### config.mk
export PLATFORM = sky130hd
export DESIGN_NAME = imem_program_loader
export DESIGN_NICKNAME = d
export VERILOG_FILES = /design/src/rtl/imem_program_loader.sv
export SDC_FILE = /design/constraint.sdc
export NUM_CORES = 1
export LEC_CHECK = 0
export ABC_AREA = 1
export CORE_AREA = 2 2 140 142
export CTS_CLUSTER_DIAMETER = 80
export DETAILED_ROUTE_END_ITERATION = 7
export DIE_AREA = 0 0 142 144
export PLACE_DENSITY_LB_ADDON = 0.25
export RECOVER_POWER = 100
export SLEW_MARGIN = 5
export SYNTH_ARGS = -nofsm -noshare
export SYNTH_HDL_FRONTEND = slang
export SYNTH_SLANG_ARGS = --single-unit
export TNS_END_PERCENT = 1
### constraint.sdc
create_clock -name clk -period 8.9 [get_ports clk]
set_clock_uncertainty 0.15 [all_clocks]
set_input_delay 1.335 -clock clk [delete_from_list [all_inputs] [get_ports clk]]
set_output_delay 1.335 -clock clk [all_outputs]
set_load 0.03 [all_outputs]
### src/rtl/imem_program_loader.sv
// Encodes host instruction-field bundles into 32-bit words and streams them into
// instruction memory via a small FIFO; holds cpu_rst until the last word lands.

`ifndef OP_CODE_LEN
`define OP_CODE_LEN 6
`endif
`ifndef REG_FILE_ADDR_LEN
`define REG_FILE_ADDR_LEN 5
`endif
`ifndef WORD_LEN
`define WORD_LEN 32
`endif
`ifndef OP_NOP
`define OP_NOP  6'd0
`define OP_ADD  6'd1
`define OP_SUB  6'd2
`define OP_SLA  6'd3
`define OP_SRA  6'd4
`define OP_AND  6'd5
`define OP_OR   6'd6
`define OP_NOR  6'd7
`define OP_XOR  6'd8
`define OP_SLL  6'd9
`define OP_SRL  6'd10
`define OP_ADDI 6'd11
`define OP_SUBI 6'd12
`define OP_LD   6'd13
`define OP_ST   6'd14
`define OP_BEZ  6'd15
`define OP_BNE  6'd16
`define OP_JMP  6'd17
`endif

// Generic synchronous FIFO with flush; head is a registered-array read.
// Push is ignored when full, pop ignored when empty; flush wins over both.
module sync_fifo #(
  parameter int WIDTH = 33,
  parameter int DEPTH = 4
) (
  input  logic             clk,
  input  logic             rst,
  input  logic             flush,
  input  logic             push_vld,
  input  logic [WIDTH-1:0] push_dat,
  input  logic             pop,
  output logic             full,
  output logic             empty,
  output logic [WIDTH-1:0] head_dat
);
  localparam int PW = $clog2(DEPTH);

  logic [WIDTH-1:0] mem [DEPTH];
  logic [PW:0]      wr_ptr;
  logic [PW:0]      rd_ptr;
  logic             do_push;
  logic             do_pop;

  assign do_push = push_vld && !full && !flush;
  assign do_pop  = pop && !empty && !flush;

  always_ff @(posedge clk or negedge rst) begin
    if (!rst) begin
      wr_ptr <= '0;
      rd_ptr <= '0;
    end else if (flush) begin
      wr_ptr <= '0;
      rd_ptr <= '0;
    end else begin
      if (do_push) wr_ptr <= wr_ptr + (PW+1)'(1);
      if (do_pop)  rd_ptr <= rd_ptr + (PW+1)'(1);
    end
  end

  always_ff @(posedge clk) begin
    if (do_push) mem[wr_ptr[PW-1:0]] <= push_dat;
  end

  // Extra pointer bit distinguishes full from empty when the indices match.
  assign empty    = (wr_ptr == rd_ptr);
  assign full     = (wr_ptr[PW] != rd_ptr[PW]) && (wr_ptr[PW-1:0] == rd_ptr[PW-1:0]);
  assign head_dat = mem[rd_ptr[PW-1:0]];
endmodule

// Loader top: accept -> FIFO -> memory write, 1-cycle latency, 1 word/cycle.
// in_ready drops when the FIFO is full, after the last bundle, or on start.
module imem_program_loader #(
  parameter int DEPTH    = 4,
  parameter int ADDR_LEN = 10
) (
  input  logic                          clk,
  input  logic                          rst,
  input  logic                          start,
  input  logic                          in_valid,
  output logic                          in_ready,
  input  logic [`OP_CODE_LEN-1:0]       in_opcode,
  input  logic [`REG_FILE_ADDR_LEN-1:0] in_dest,
  input  logic [`REG_FILE_ADDR_LEN-1:0] in_src1,
  input  logic [`REG_FILE_ADDR_LEN-1:0] in_src2,
  input  logic [15:0]                   in_imm,
  input  logic                          in_last,
  output logic                          imem_wr_en,
  input  logic                          imem_wr_ready,
  output logic [ADDR_LEN-1:0]           imem_wr_addr,
  output logic [`WORD_LEN-1:0]          imem_wr_data,
  output logic                          cpu_rst,
  output logic                          load_done,
  output logic                          bad_op,
  output logic                          overflow,
  output logic [ADDR_LEN:0]             word_count
);
  typedef enum logic [1:0] {IDLE, LOAD, DONE} state_t;

  state_t                state_q, state_d;
  logic [ADDR_LEN-1:0]   addr_q;
  logic [ADDR_LEN:0]     word_count_q;
  logic                  bad_op_q;
  logic                  overflow_q;
  logic                  last_seen_q;

  logic                  accept;
  logic                  wr_fire;
  logic                  fifo_full;
  logic                  fifo_empty;
  logic [`WORD_LEN:0]    head_dat;
  logic [`WORD_LEN-1:0]  enc_word;
  logic                  enc_bad;

  assign in_ready = (state_q == LOAD) && !fifo_full && !start && !last_seen_q;
  assign accept   = in_valid && in_ready;
  assign wr_fire  = imem_wr_en && imem_wr_ready;

  always_comb begin
    enc_word = {`OP_NOP, 26'b0};
    enc_bad  = 1'b0;
    case (in_opcode)
      `OP_ADD, `OP_SUB, `OP_SLA, `OP_SRA, `OP_AND,
      `OP_OR, `OP_NOR, `OP_XOR, `OP_SLL, `OP_SRL:
        enc_word = {in_opcode, in_dest, in_src1, in_src2, 11'b0};
      // For stores the dest field carries the store-value register.
      `OP_ADDI, `OP_SUBI, `OP_LD, `OP_ST, `OP_BEZ, `OP_BNE, `OP_JMP:
        enc_word = {in_opcode, in_dest, in_src1, in_imm};
      `OP_NOP:
        enc_word = {`OP_NOP, 26'b0};
      default:
        enc_bad  = 1'b1;
    endcase
  end

  sync_fifo #(.WIDTH(`WORD_LEN + 1), .DEPTH(DEPTH)) u_fifo (
    .clk      (clk),
    .rst      (rst),
    .flush    (start),
    .push_vld (accept),
    .push_dat ({in_last, enc_word}),
    .pop      (wr_fire),
    .full     (fifo_full),
    .empty    (fifo_empty),
    .head_dat (head_dat)
  );

  always_ff @(posedge clk or negedge rst) begin
    if (!rst) state_q <= IDLE;
    else      state_q <= state_d;
  end

  always_comb begin
    state_d = state_q;
    if (start)
      state_d = LOAD;
    else if (state_q == LOAD && wr_fire && head_dat[`WORD_LEN])
      state_d = DONE;
  end

  always_ff @(posedge clk or negedge rst) begin
    if (!rst) begin
      addr_q       <= '0;
      word_count_q <= '0;
      bad_op_q     <= 1'b0;
      overflow_q   <= 1'b0;
      last_seen_q  <= 1'b0;
    end else if (start) begin
      addr_q       <= '0;
      word_count_q <= '0;
      bad_op_q     <= 1'b0;
      overflow_q   <= 1'b0;
      last_seen_q  <= 1'b0;
    end else begin
      if (accept && enc_bad) bad_op_q    <= 1'b1;
      if (accept && in_last) last_seen_q <= 1'b1;
      if (wr_fire) begin
        addr_q       <= addr_q + ADDR_LEN'(1);
        word_count_q <= word_count_q + (ADDR_LEN+1)'(1);
        if (&addr_q) overflow_q <= 1'b1;
      end
    end
  end

  assign imem_wr_en   = (state_q == LOAD) && !fifo_empty;
  assign imem_wr_data = fifo_empty ? '0 : head_dat[`WORD_LEN-1:0];
  assign imem_wr_addr = addr_q;
  assign cpu_rst      = (state_q != DONE);
  assign load_done    = (state_q == DONE);
  assign bad_op       = bad_op_q;
  assign overflow     = overflow_q;
  assign word_count   = word_count_q;
endmodule

==> results of run 1 <==
[metrics by stage]
step | instance area, um2 | std cells | total power, uW | utilization (%)
finish | 9166 | 1103 | 3002 | 48.04
global route | 9166 | 1103 | 3213 | 48.04
floorplan | 7422 | 756 | 1890 | -
CTS | 9225 | 1103 | 3125 | 48.35
global placement | 8663 | 1071 | 2419 | 45.41
detailed placement | 8663 | 1071 | 2428 | 45.41
[critical path, stage by stage (launching register included)]
cell and delay (ps):
dfrtp_1 360, buf_4 260, inv_1 910, nand2_1 160
nand2_2 100, nand3_1 1080, nand2_1 530, inv_1 60
dlygate4sd3_1 690
[how the worst max path moves through the flow]
stage,to,slack (ps),from,cells after the start
floorplan,u_fifo.mem[0][0],4930,start,4
global placement,in_ready,4420,start,6
detailed placement,in_ready,4400,start,6
CTS,imem_wr_data[31],4170,u_fifo.rd_ptr[1],8
global route,imem_wr_data[30],2250,u_fifo.rd_ptr[1],8
finish,imem_wr_data[31],2810,u_fifo.rd_ptr[1],8
[power by group through the flow]
stage | sequential [uW] | combinational (uW) | clock, uW
after floorplan | 999 | 891 | 0
after global placement | 975 | 1440 | 0
after detailed placement | 976 | 1450 | 0
after CTS | 960 | 1460 | 708
after global routing | 973 | 1510 | 735
final | 963 | 1350 | 690
[flip-flops by register name, indices dropped and copies added (netlist names)]
name and count:
overflow 1, word_count 11, u_fifo.wr_ptr 3, imem_wr_addr 10, bad_op 1, u_fifo.rd_ptr 3
u_fifo.mem 132, state_q 2, last_seen_q 1
[cell usage after synthesis, types with 4 or more instances]
master    instances  area share, %
buf_2            13           0.88
clkbuf_1         16           0.81
dfrtp_1          32             11
edfxtp_1        132             53
ha_1              7            1.2
inv_1            94            4.8
nand2_1         162            8.2
nand3_1          26            1.8
nand4_1           8           0.68
nor2_1          126            6.4
o21ai_0          75            5.1
o22ai_1          32            2.7
xnor2_1           4           0.47
xor2_1            8           0.95
[logic make-up (layout without fill, tap and decap cells)]
family                   Yosys count  in the layout  synth area share (%)
flip-flops                       164            164                 64.29
adder cells (fa/ha/maj)            7              7                 1.182
AO/OA/AOI/OAI                    110            110                 7.969
AND/OR/NAND/NOR                  329            329                 17.93
buffers and inverters            130            239                 7.159
XOR/XNOR                          12             12                 1.418
other                              1              4               0.05060
[per-layer routing]
layer	GRT usage (%)	share of wire [%]	vias up
met4	5.421	0.57	0
li1	-	-	2682
met3	3.709	4.3	4
met2	27.51	48	123
met1	21.77	47	2484
met5	0	0	-
[cell type report]
class | count | area, um2
clock buffer | 17 | 425.4
clock inverter | 15 | 136.4
fill | 1788 | 9913
inverter | 97 | 364.1
multi-input combinational | 462 | 2117
sequential | 164 | 4766
tap | 238 | 297.8
timing repair buffer | 110 | 1060
==> impl_metrics.yaml, run 1 <==
run_status:
  outcome: "complete, but fails checks"
  violations: "capacitance limit, slew limit"
cts:
  cts.sinks: 164
  clockBufferDepth: 2
  path_clk_slew_ps: 70
  ctsResizeCount: 0
  htreeDepth: 4
  tritoncts: "yes"
  cts_setup_buffers: 0
  cts_buffers: 17
  cts_root_buf: "clkbuf_16"
  postCtsHoldBufs: 0
  clock_latency_ps: 420
yosys:
  synth_seq_cells: 164
  yosys_warnings: 0
  synth_async_sr_flop_share_pct: 19.51
  synth_ff_type: "edfxtp_1"
  yosysUniqueCellTypes: 23
  synth_seq_area_share_pct: 64.29
  syn_area_mm2: 0.007411
  avgSynthCellArea_um2: 9.842
  synth_edf_count: 132
  synthCells: 753
setup_path:
  reg2reg_setup_slack_ps: 3580
  worstSetupEndpointType: "output port"
  reg2reg_depth: 7
  cp_max_fo: 36
  cp.arrival_ps: 4600
  cp-start-kind: "flop"
  path_class: "reg -> out"
  cp.required_ps: 7410
  worstReg2RegEnd: "u_fifo.mem[2][2]"
  reg2reg_from: "u_fifo.rd_ptr[1]"
routing:
  drt-total-wl_um: 16040
  drc: 0
  drt-initial-drc-count: 331
  drtAntennaViolNets: 0
  vias_per_cell: 4.799
  num_vias: 5293
  routedWlPerCell_um: 14.54
  dr.pass1.iters: 4
timing:
  final_max_slew_viol_count: 205
  setup_slack_ps: 2810
  finalCritPeriodShare_pct: 68.42
  worst_slew_pin_slew_ps: 3182
  fin_hold_ws_ps: 341.6
  slew_headroom_pct: -112.9
  hold_viol_final: 0
  period_needed_ps: 6090
  rsz0062_at_grt: "no"
  fin_setup_tns_ps: 0
  timing.fmax_mhz: 164.2
  setup_viol_count_final: 0
floorplan:
  die_x_um: 142
  die-height_um: 144
  dieArea_mm2: 0.02045
  start_util_pct: 38.84
  rows: 51
  io_pins: 102
  coreArea_mm2: 0.01908
global_route:
  gr-total-overflow: 0
  grt_usage_pct: 16.60
  grt_max_degree: 71
  grt_pass1_vias: 5015
  antenna_found_initial: 0
  grt_pass1_wl_um: 25800
power:
  power.density_mw_per_mm2: 327.6
  power.switching_uw: 1283
  worst_ir_drop_vdd_mv: 0.2121
  power_frac_seq_pct: 32.1
  pwr-share-comb_pct: 45.0
  p_sw_share_pct: 42.72
  p_int_uw: 1720
  p_leak_uw: 0.003944
  clkPwrFrac_pct: 23.0
hold_path:
  min_to: "overflow"
  hold_path_class: "reg -> reg"
  worstHoldStart: "overflow"
  hold_path_depth: 2
cells_and_area:
  insertedDiodeCount: 0
  drive_gt1_share_pct: 4.855
  layout_commonest_cell: "nand2_1"
  nets: 902
  area_delta_synth_final_pct: 23.69
  final_cell_mix: "nand2_1 (163), edfxtp_1 (132), nor2_1 (123)"
run:
  cap_viol_max_count: 6
placed_design:
  dp_hpwl_um: 9481
  dpl_worst_slack_ps: 4396
  gp_congestion: 0.7667
  io_buffer_count: 101
Power figures use the tool's default switching activity.
==> inputs of run 2 (changes only) <==
==> constraint.sdc (replaced) <==
create_clock -name clk -period 5.2 [get_ports clk]
set_clock_uncertainty 0.15 [all_clocks]
set_input_delay 0.78 -clock clk [delete_from_list [all_inputs] [get_ports clk]]
set_output_delay 0.78 -clock clk [all_outputs]
set_load 0.03 [all_outputs]
==> run 2 against run 1 <==
  * The run still ends with capacitance limit, slew limit left
  * Sequential share of layout area down 0.38 points
  * Non-clock buffer count increased by 1
  * Core utilization is 0.35 points higher
  * Final area increased by 0.74%
  * Critical path type unchanged
  * Highest routed layer unchanged
==> impl_metrics.yaml, run 2 (synthesis gave the netlist of run 1 again) <==
setup_path:
  reg2reg_setup_slack_ps: 940
  cp_slowest_cell: "inv_1"
  cp.arrival_ps: 3540
  cp-start-kind: "flop"
  crit_buf_inv: 4
  startpoint: "u_fifo.rd_ptr[1]"
  cp.required_ps: 4270
  critPathTopFamily: "buffers and inverters"
  critPathMaxStageDelay_ps: 880
  cp_max_fo: 36
  worstSetupEndpointType: "output port"
  path_common_cell: "nand2_1"
  path_cells: "buf_4, inv_1, nand2_1, nand2_1, nand3_4, nand2_1, inv_1, dlygate4sd3_1"
  path_class: "reg -> out"
  reg2reg_depth: 8
  worstReg2RegEnd: "u_fifo.mem[3][13]"
  reg2reg_from: "u_fifo.rd_ptr[1]"
timing:
  worst_slew_pin_slew_ps: 1794
  period_needed_ps: 4474
  slew_headroom_pct: -19.57
  hold_viol_final: 0
  setup_viol_count_final: 0
  fin_setup_tns_ps: 0
  finalCritPeriodShare_pct: 86.04
  timing.fmax_mhz: 223.5
  final_max_slew_viol_count: 107
  rsz0062_at_grt: "no"
cts:
  cts_setup_buffers: 0
  htreeDepth: 4
  ctsResizeCount: 0
  tritoncts: "yes"
  clock_latency_ps: 420
  cts_root_buf: "clkbuf_16"
  cts_buffers: 17
  clockBufferDepth: 2
  path_clk_slew_ps: 70
  postCtsHoldBufs: 0
  cts.sinks: 164
run_status:
  violations: "capacitance limit, slew limit"
  outcome: "complete, but fails checks"
cells_and_area:
  nets: 903
  postLayoutCoreUtil_pct: 48.40
  final_cell_mix: "nand2_1 (164), edfxtp_1 (132), nor2_1 (123)"
  drive_gt1_share_pct: 4.965
  final.fill_count: 1793
  largest_reg_flops: 132
  area_delta_synth_final_pct: 24.60
  layout_commonest_cell: "nand2_1"
  fin_area_mm2: 0.009234
  insertedDiodeCount: 0
floorplan:
  die_x_um: 142
  dieArea_mm2: 0.02045
  start_util_pct: 38.84
  coreArea_mm2: 0.01908
  die-height_um: 144
  io_pins: 102
  rows: 51
hold_path:
  worstHoldStart: "overflow"
  min_to: "overflow"
  hold_path_depth: 2
  hold_path_class: "reg -> reg"
routing:
  vias_per_cell: 4.839
  routedWlPerCell_um: 15.04
  dr.pass1.iters: 4
  drc: 0
  drt-initial-drc-count: 248
  num_vias: 5342
  drtAntennaViolNets: 0
  drt-total-wl_um: 16600
placed_design:
  placed_cell_area_mm2: 0.008671
  gp_congestion: 0.7521
  io_buffer_count: 101
  dp_hpwl_um: 10400
global_route:
  grt_usage_pct: 17.08
  grt_pass1_vias: 5109
  antenna_found_initial: 0
  gr-total-overflow: 0
  grt_max_degree: 70
  grt_pass1_wl_um: 26650
power:
  power.density_mw_per_mm2: 574.7
  p_leak_uw: 0.003968
  worst_ir_drop_vdd_mv: 0.2799
  power_uw: 5307
run:
  cap_viol_max_count: 4
-- run 2: changes by cell type in the layout (fill, tap and decap cells not counted), moves of 2 or more --
cell / delta
clkdlybuf4s50_1: +12
dlygate4sd3_1: -12
clkinvlp_4: -2
nor2_2: +2
buf_4: +2
inv_6: -2
nor2_4: -2
bufinv_16: +3
-- run 2: area by class of cell --
| class | count | area, um2 | share of cell area [%] |
|---|---|---|---|
| Sequential cell | 164 | 4766 | 51.61 |
| Inverter | 97 | 364.1 | 3.943 |
| Clock inverter | 15 | 192.7 | 2.087 |
| Multi-Input combinational cell | 462 | 2117 | 22.93 |
| Timing Repair Buffer | 111 | 1071 | 11.60 |
| Tap cell | 238 | 297.8 | 3.225 |
| Clock buffer | 17 | 425.4 | 4.607 |
-- run 2: worst max path at each step --
stage,to,slack [ps],cells after the start
2_1_floorplan,u_fifo.mem[0][0],1790,4
3_3_place_gp,u_fifo.mem[3][11],1510,6
3_5_place_dp,u_fifo.mem[3][11],1520,6
4_1_cts,imem_wr_data[14],1090,8
5_1_grt,imem_wr_data[8],470,8
6_report,imem_wr_data[27],730,8
-- run 2: power breakdown --
| part | internal [uW] | switching [uW] |
|---|---|---|
| clock | 771 | 541 |
| combinational | 756 | 1600 |
| sequential | 1580 | 64.9 |
| total | 3110 | 2200 |
-- run 2: metrics by stage --
step	hold WS (ps)	setup WS, ps	instances
6_report	327.9	726.1	1104
5_1_grt	371.0	468.6	1104
4_1_cts	331.3	1089	1104
3_5_place_dp	315.0	1517	1072
3_3_place_gp	309.4	1511	1072
2_1_floorplan	300.1	1785	756
-- run 2: worst register-to-register path, delay by kind of cell, from the launching register on --
kind	cells	cell delay (ps)
buffers and inverters	3	1420
flip-flops	1	320
AND/OR/NAND/NOR	5	2020
-- run 2: metal layers --
layer / global-route usage (%) / share of wire, % / vias to the layer above / wire, um
met5: 0 / 0 / - / 0
met3: 3.675 / 3.9 / 15 / 641
met1: 23.05 / 48 / 2524 / 7969
met4: 6.263 / 1.2 / 0 / 205
li1: - / - / 2684 / -
met2: 27.36 / 47 / 119 / 7784
